==> config.mk <==
export PLATFORM = sky130hd
export DESIGN_NAME = spi_master_fsm_flat
export DESIGN_NICKNAME = d
export VERILOG_FILES = /design/src/rtl/spi_master_fsm_pkg.sv /design/src/rtl/spi_master_fsm_if.sv /design/src/rtl/spi_master_fsm_bit_timer.sv /design/src/rtl/spi_master_fsm.sv /design/src/flat_wrapper.sv
export SDC_FILE = /design/constraint.sdc
export NUM_CORES = 1
export LEC_CHECK = 0
export CORE_MARGIN = 1
export CORE_UTILIZATION = 50
export DETAILED_ROUTE_END_ITERATION = 7
export GPL_ROUTABILITY_DRIVEN = 1
export GPL_TIMING_DRIVEN = 1
export PLACE_DENSITY = 0.82
export SLEW_MARGIN = 20
export SYNTH_ARGS = -nofsm -noshare
export SYNTH_HDL_FRONTEND = slang
export SYNTH_SLANG_ARGS = --single-unit
==> constraint.sdc <==
create_clock -name clk -period 2.1 [get_ports clk]
set_input_delay 0.42 -clock clk [delete_from_list [all_inputs] [get_ports clk]]
set_output_delay 0.42 -clock clk [all_outputs]
set_load 0.05 [all_outputs]
==> src/rtl/spi_master_fsm_pkg.sv <==
// Shared types and defaults for the SPI master: state encoding, default
// geometry, and state-class helpers used by the FSM and the bit timer.
package spi_pkg;

  localparam int DEF_RW_FLAG      = 1;
  localparam int DEF_ADDR_WIDTH   = 3;
  localparam int DEF_DATA_WIDTH   = 8;
  localparam int DEF_CMD_WIDTH    = DEF_RW_FLAG + DEF_ADDR_WIDTH + DEF_DATA_WIDTH;
  localparam int DEF_CLK_DIV      = 10;
  localparam int DEF_DELAY_CYCLES = 180;

  typedef enum logic [3:0] {
    IDLE           = 4'd0,
    W_SEND         = 4'd1,
    R_SEND_CMD     = 4'd2,
    R_DELAY        = 4'd3,
    R_REV_DATA     = 4'd4,
    SEND_READ_DATA = 4'd5
  } state_t;

  // States in which sclk toggles.
  function automatic logic is_shift(state_t s);
    return (s == W_SEND) || (s == R_SEND_CMD) || (s == R_REV_DATA);
  endfunction

  // States that drive mosi from the transmit shift register.
  function automatic logic is_tx(state_t s);
    return (s == W_SEND) || (s == R_SEND_CMD);
  endfunction

  // States that hold chip select asserted (low).
  function automatic logic cs_active(state_t s);
    return (s == W_SEND) || (s == R_SEND_CMD) || (s == R_DELAY) || (s == R_REV_DATA);
  endfunction

endpackage

==> src/rtl/spi_master_fsm_if.sv <==
// Command/response port between a register-access client and the SPI master.
// The client side uses modport master, the controller uses modport slave.
interface spi_master_fsm_if
  import spi_pkg::*;
#(
  parameter int CMD_WIDTH  = DEF_CMD_WIDTH,
  parameter int DATA_WIDTH = DEF_DATA_WIDTH
);

  logic                  cmd_valid;
  logic                  cmd_ready;
  logic [CMD_WIDTH-1:0]  cmd_data;
  logic                  read_valid;
  logic [DATA_WIDTH-1:0] read_data;

  modport master (
    output cmd_valid,
    output cmd_data,
    input  cmd_ready,
    input  read_valid,
    input  read_data
  );

  modport slave (
    input  cmd_valid,
    input  cmd_data,
    output cmd_ready,
    output read_valid,
    output read_data
  );

endinterface

==> src/rtl/spi_master_fsm_bit_timer.sv <==
// Per-bit clock divider for the SPI master. bit_start looks one cycle ahead
// (the coming cycle is count 0) so registered mosi lands exactly on count 0.
module spi_bit_timer
  import spi_pkg::*;
#(
  parameter int CLK_DIV = DEF_CLK_DIV
) (
  input  logic clk,
  input  logic rst_n,
  input  logic en,
  input  logic en_nxt,
  output logic bit_start,
  output logic sample,
  output logic bit_end,
  output logic sclk
);

  localparam int            CW   = $clog2(CLK_DIV);
  localparam logic [CW-1:0] LAST = CW'(CLK_DIV - 1);
  localparam logic [CW-1:0] HALF = CW'(CLK_DIV / 2);

  logic [CW-1:0] cnt;
  logic [CW-1:0] cnt_nxt;

  always_comb begin
    cnt_nxt = '0;
    if (en && (cnt != LAST)) cnt_nxt = cnt + 1'b1;
  end

  always_ff @(posedge clk or negedge rst_n) begin
    if (!rst_n) begin
      cnt  <= '0;
      sclk <= 1'b0;
    end else begin
      cnt  <= cnt_nxt;
      sclk <= en_nxt && (cnt_nxt >= HALF);
    end
  end

  assign bit_start = en_nxt && (cnt_nxt == '0);
  assign sample    = en && (cnt == HALF);
  assign bit_end   = en && (cnt == LAST);

endmodule

==> src/rtl/spi_master_fsm.sv <==
// Single-channel SPI master (mode 0, MSB first): turns one {rw, addr, data}
// command into a write transaction or a read with turnaround delay.
module spi_master_fsm
  import spi_pkg::*;
#(
  parameter int RW_FLAG      = DEF_RW_FLAG,
  parameter int ADDR_WIDTH   = DEF_ADDR_WIDTH,
  parameter int DATA_WIDTH   = DEF_DATA_WIDTH,
  parameter int CMD_WIDTH    = RW_FLAG + ADDR_WIDTH + DATA_WIDTH,
  parameter int CLK_DIV      = DEF_CLK_DIV,
  parameter int DELAY_CYCLES = DEF_DELAY_CYCLES
) (
  input  logic             clk,
  input  logic             rst_n,
  spi_master_fsm_if.slave  cmd_if,
  output logic             sclk,
  output logic             cs,
  output logic             mosi,
  input  logic             miso
);

  localparam int HDR_BITS = RW_FLAG + ADDR_WIDTH;
  localparam int BCW      = $clog2(CMD_WIDTH + 1);
  localparam int DCW      = $clog2(DELAY_CYCLES + 1);

  localparam logic [BCW-1:0] LAST_W_BIT = BCW'(CMD_WIDTH - 1);
  localparam logic [BCW-1:0] LAST_H_BIT = BCW'(HDR_BITS - 1);
  localparam logic [BCW-1:0] LAST_R_BIT = BCW'(DATA_WIDTH - 1);
  localparam logic [DCW-1:0] LAST_DLY   = DCW'(DELAY_CYCLES - 1);

  state_t                state;
  state_t                state_nxt;
  logic [CMD_WIDTH-1:0]  tx_sr;
  logic [DATA_WIDTH-1:0] rx_sr;
  logic [DATA_WIDTH-1:0] read_data_q;
  logic [BCW-1:0]        bit_cnt;
  logic [DCW-1:0]        dly_cnt;
  logic                  read_valid_q;
  logic                  cs_q;
  logic                  mosi_q;
  logic                  accept;
  logic                  bit_start;
  logic                  sample;
  logic                  bit_end;

  assign accept = cmd_if.cmd_valid && (state == IDLE);

  spi_bit_timer #(
    .CLK_DIV (CLK_DIV)
  ) u_bit_timer (
    .clk       (clk),
    .rst_n     (rst_n),
    .en        (is_shift(state)),
    .en_nxt    (is_shift(state_nxt)),
    .bit_start (bit_start),
    .sample    (sample),
    .bit_end   (bit_end),
    .sclk      (sclk)
  );

  always_ff @(posedge clk or negedge rst_n) begin
    if (!rst_n) state <= IDLE;
    else        state <= state_nxt;
  end

  always_comb begin
    state_nxt = state;
    case (state)
      IDLE: begin
        if (cmd_if.cmd_valid)
          state_nxt = cmd_if.cmd_data[CMD_WIDTH-1] ? W_SEND : R_SEND_CMD;
      end
      W_SEND: begin
        if (bit_end && (bit_cnt == LAST_W_BIT)) state_nxt = IDLE;
      end
      R_SEND_CMD: begin
        if (bit_end && (bit_cnt == LAST_H_BIT)) state_nxt = R_DELAY;
      end
      R_DELAY: begin
        if (dly_cnt == LAST_DLY) state_nxt = R_REV_DATA;
      end
      R_REV_DATA: begin
        if (bit_end && (bit_cnt == LAST_R_BIT)) state_nxt = SEND_READ_DATA;
      end
      SEND_READ_DATA: state_nxt = IDLE;
      default:        state_nxt = IDLE;
    endcase
  end

  // Shift registers and bit/delay counters; bit_cnt restarts on every state change.
  always_ff @(posedge clk or negedge rst_n) begin
    if (!rst_n) begin
      tx_sr   <= '0;
      rx_sr   <= '0;
      bit_cnt <= '0;
      dly_cnt <= '0;
    end else begin
      if (accept)
        tx_sr <= cmd_if.cmd_data;
      else if (bit_end && is_tx(state))
        tx_sr <= tx_sr << 1;

      if (sample && (state == R_REV_DATA))
        rx_sr <= {rx_sr[DATA_WIDTH-2:0], miso};

      if (state_nxt != state) bit_cnt <= '0;
      else if (bit_end)       bit_cnt <= bit_cnt + 1'b1;

      if (state == R_DELAY) dly_cnt <= dly_cnt + 1'b1;
      else                  dly_cnt <= '0;
    end
  end

  // Registered pin/response outputs, computed from the state of the coming cycle.
  always_ff @(posedge clk or negedge rst_n) begin
    if (!rst_n) begin
      cs_q         <= 1'b1;
      mosi_q       <= 1'b0;
      read_valid_q <= 1'b0;
      read_data_q  <= '0;
    end else begin
      cs_q         <= !cs_active(state_nxt);
      read_valid_q <= (state_nxt == SEND_READ_DATA);
      if (state_nxt == SEND_READ_DATA) read_data_q <= rx_sr;

      if (!is_tx(state_nxt))
        mosi_q <= 1'b0;
      else if (bit_start)
        mosi_q <= (state == IDLE) ? cmd_if.cmd_data[CMD_WIDTH-1] : tx_sr[CMD_WIDTH-2];
    end
  end

  assign cs                = cs_q;
  assign mosi              = mosi_q;
  assign cmd_if.cmd_ready  = (state == IDLE);
  assign cmd_if.read_valid = read_valid_q;
  assign cmd_if.read_data  = read_data_q;

endmodule

==> src/flat_wrapper.sv <==
// flat-port wrapper written by rule: the top's interface ports become plain ports
module spi_master_fsm_flat import spi_pkg::*;
#(
  parameter int RW_FLAG      = DEF_RW_FLAG,
  parameter int ADDR_WIDTH   = DEF_ADDR_WIDTH,
  parameter int DATA_WIDTH   = DEF_DATA_WIDTH,
  parameter int CMD_WIDTH    = RW_FLAG + ADDR_WIDTH + DATA_WIDTH,
  parameter int CLK_DIV      = DEF_CLK_DIV,
  parameter int DELAY_CYCLES = DEF_DELAY_CYCLES
)
  (clk, rst_n, sclk, cs, mosi, miso, cmd_if_cmd_valid, cmd_if_cmd_data, cmd_if_cmd_ready, cmd_if_read_valid, cmd_if_read_data);
  spi_master_fsm_if #(.CMD_WIDTH(CMD_WIDTH), .DATA_WIDTH(DATA_WIDTH)) cmd_if_i ();
  input  logic clk;
  input  logic rst_n;
  output logic sclk;
  output logic cs;
  output logic mosi;
  input  logic miso;
  input wire logic [$bits(cmd_if_i.cmd_valid)-1:0] cmd_if_cmd_valid;
  input wire logic [$bits(cmd_if_i.cmd_data)-1:0] cmd_if_cmd_data;
  output wire logic [$bits(cmd_if_i.cmd_ready)-1:0] cmd_if_cmd_ready;
  output wire logic [$bits(cmd_if_i.read_valid)-1:0] cmd_if_read_valid;
  output wire logic [$bits(cmd_if_i.read_data)-1:0] cmd_if_read_data;
  assign cmd_if_i.cmd_valid = cmd_if_cmd_valid;
  assign cmd_if_i.cmd_data = cmd_if_cmd_data;
  assign cmd_if_cmd_ready = cmd_if_i.cmd_ready;
  assign cmd_if_read_valid = cmd_if_i.read_valid;
  assign cmd_if_read_data = cmd_if_i.read_data;
  spi_master_fsm #(.RW_FLAG(RW_FLAG), .ADDR_WIDTH(ADDR_WIDTH), .DATA_WIDTH(DATA_WIDTH), .CMD_WIDTH(CMD_WIDTH), .CLK_DIV(CLK_DIV), .DELAY_CYCLES(DELAY_CYCLES)) u_core (.clk(clk), .rst_n(rst_n), .cmd_if(cmd_if_i), .sclk(sclk), .cs(cs), .mosi(mosi), .miso(miso));
endmodule
==> summary.md <==
| Metric | Value |
|---|---|
| Total GRT Usage | 19.4% |
| Antenna cell count | 0 |
| FMAX | approximately 490 MHz |
| Crit path buffers/inverters | 1 |
| Clock Pin Slew Worst Setup and Hold Paths | approximately 90 ps |
| CP delay by family, top | buffers and inverters |
| Worst setup path startpoint | u_core.cs$_DFF_PN1_ |
| CP Capture Point | cs |
| PD cells | a little over 700 nW/um^2 |
| Clock Skew | between 5 and 6 ps |
| Most common cell in the netlist | dfrtp_1 |
| Worst Setup End Kind | output pin |
| CTS tree | done |
| Avg Inst Size Synth | roughly 11 um^2 |
| Initial core utilization | 52.3% |
| R2R Path Start | u_core.dly_cnt[0]$_DFF_PN0_ |
| Core ar. | 4750 um^2 |
| RSZ-0062 raised after global routing | no |
| Critical Path Source Type | flip-flop |
| Dpl hpwl | about 3300 um |
| Synthesis-to-layout area growth | 23.2% |
| Remaining routing DRC violations | 0 |
| #FFs+latches synth | 51 |
| Clk_lat worst skew | slightly above 300 ps |
| DRT Pass-1 Iters | 4 |
| Worst VDD drop | around 600 uV |
| Synth top area cells | dfrtp_1 50%, mux2_2 7.3%, nand2_1 4.7%, nor2_1 4.2%, nand3_1 2.8% |
| Worst R2R End | u_core.cmd_if.read_data[2]$_DFFE_PN0P_ |
| CP peak stage delay | 790 ps |
| Most used DFF post-synth | dfrtp_1 |
| Seq pwr share | 51.1% |
| Gate Count Post-Synth | 229 |
| Die X | between 70 and 80 um |
| Hold buffer count at cts | 0 |
| Die footprint | approximately 5300 um^2 |
| First DRT Iteration DRCs | 49 |
| I/O Buffers | 28 |
| Synth cell count leaders | 50 x dfrtp_1, 31 x nand2_1, 28 x nor2_1 |
| CTS sink count | ~50 |
| Total grt overflow | 0 |
| Final Cycle Share | a little over nine tenths |
| Die height | about 72 um |
| Max-slew violations | 0 |
| Post-place setup slack | 49.6 ps |
| I/O Pins | 29 |
| Comb pwr share | 17.1% |
| GP Congestion | ~0.87 |
| Num CTS Buffers | 5 |
| Final WL | 4570 um |
| H-tree lvl count | 2 |
| First-pass GRT wire length | between 7000 and 8000 um |
| CP max stage cell | clkdlybuf4s50_1 |
| Slew HR | between 50 and 60% |
| Largest net degree at the start of global routing | 52 |
| Crit path time final | 2040 ps |
| Post-synth EDFFs | 0 |
| Crit path cell chain | clkdlybuf4s50_1 |
| Stages on the worst setup path | 1 |
| Vias in the first global route | between 1,500 and 2,000 |
| Layout cell share with drive strength beyond 1 | between 20% and 30% |
| Reg2reg setup slack | 170 ps |
| Synth area leader | dfrtp_1 |
| Synth Net Count | roughly 250 |
| Final count of negative-setup-slack endpoints | 0 |
| Design Power | about 2.2 mW |
| # rows | 25 |
| Crit path kind | flip-flop to output pin |
| Dpl cell area | slightly below 3000 um^2 |
| Synth top area share | 50.4% |
| Drt wl/cell | around 13 um |
| Endpoints failing hold | 0 |
| Post-route cell area | approximately 3000 um^2 |
| Synth unique cells | 50 |
| Initial antenna violation count | 0 |
| Total Nets Final | about 290 |
| Arr. time, crit path | approximately 1600 ps |
| Sw Ratio | a little over a quarter |
| Clock power share | between 30% and 40% |
| Crit-path max FO | 1 |
| Hold Crit Class | input port to async pin |
| P_sw | 600 uW |
| Synthesized area | about 2500 um^2 |
| Post-DR vias/cell | between 5 and 6 |
| Post-synth ARST share | 100% |
| PnR worst setup slack | approximately 63 ps |
| R2R cell count | 8 |
| Leak | between 1 and 1.5 nW |
| Register area share after synthesis | approximately half |
| Worst slew pin tran | roughly 610 ps |
| Clock tree buffer depth | 2 |
| CTS Root Cell | clkbuf_8 |
| Vias after detailed routing | ~1,800 |
| MaxCap Viol Count | 0 |
| Antenna-violating nets left | 0 |
| Synth warn | 0 |
| Status | complete, no violations |
| Internal power | ~1.6 mW |
| WP data required | 1680 ps |
## state kept, by name (all words and copies together) (netlist names)
register	cells
u_core.tx_sr	11
u_core.cmd_if.read_data	8
u_core.dly_cnt	8
u_core.rx_sr	8
u_core.bit_cnt	4
u_core.state	4
u_core.u_bit_timer.cnt	4
u_core.cmd_if.read_valid	1
u_core.cs	1
u_core.mosi	1
u_core.u_bit_timer.sclk	1
## final cells by class
class | count | area, um^2
clock buffer | 5 | 68.8
clock inverter | 3 | 46.3
fill | 388 | 1690
inverter | 6 | 22.5
multi-input combinational | 165 | 1150
sequential | 51 | 1280
tap | 67 | 83.8
timing repair buffer | 43 | 410
## routing by layer
metal  up-vias  GRT usage (%)  routed length [um]
li1        897              -                   -
met1       871           25.0                2130
met2        40           31.2                2210
met3         8           4.58                 168
met4         0           8.71                  67
met5         -              0                   0
## power by group through the flow
stage | Combinational (mW) | Clock [mW] | Sequential, mW
finish | 0.375 | 0.694 | 1.12
global route | 0.417 | 0.743 | 1.13
CTS | 0.376 | 0.710 | 1.12
detailed placement | 0.374 | 0 | 1.14
global placement | 0.364 | 0 | 1.13
floorplan | 0.201 | 0 | 1.16
## logic make-up (layout without fill, tap and decap cells)
logic type	after synthesis	after routing	synth area share (%)
mux	19	19	8.46
other cells	1	1	0.151
flops	51	51	51.4
fa+ha+maj	4	4	2.01
compound gates	33	33	11.0
buf+inv	13	57	2.52
simple gates	95	95	19.9
xor+xnor	13	13	4.58
## metrics by stage
stage	hold slack [ps]	util (%)	TNS (ps)	cells
6_report	206	64.4	0	340
3_3_place_gp	467	61.5	0	331
4_1_cts	226	63.9	0	339
2_1_floorplan	124	-	-9.51	229
5_1_grt	261	64.4	0	340
3_5_place_dp	484	61.5	0	331
## repair_timing
item,CTS,global route
endpoints found under the setup margin,0,9
resized for setup,0,1
setup buffers,0,1
endpoints found under the hold margin,0,0
## worst min path at each step
stage	startpoint	endpoint	slack, ps	depth (start not counted)
floorplan	rst_n	u_core.bit_cnt[0]$_DFFE_PN0P_	120	0
global placement	u_core.dly_cnt[0]$_DFF_PN0_	u_core.dly_cnt[0]$_DFF_PN0_	470	1
detailed placement	u_core.tx_sr[4]$_DFFE_PN0P_	u_core.tx_sr[4]$_DFFE_PN0P_	480	2
CTS	rst_n	u_core.dly_cnt[5]$_DFF_PN0_	230	2
global route	rst_n	u_core.dly_cnt[5]$_DFF_PN0_	260	2
finish	rst_n	u_core.dly_cnt[5]$_DFF_PN0_	210	2
## placed cells by master (no fill, tap or decap), types with 5 or more instances in the layout
master	instances
mux2_2	16
xor2_1	7
clkdlybuf4s50_1	26
buf_4	14
dfrtp_1	50
nand3_1	13
inv_1	5
nor2_1	28
nand2_1	31
xnor2_1	6
a31oi_1	9
clkbuf_8	5
No activity file was read; power rests on OpenSTA's default activity.
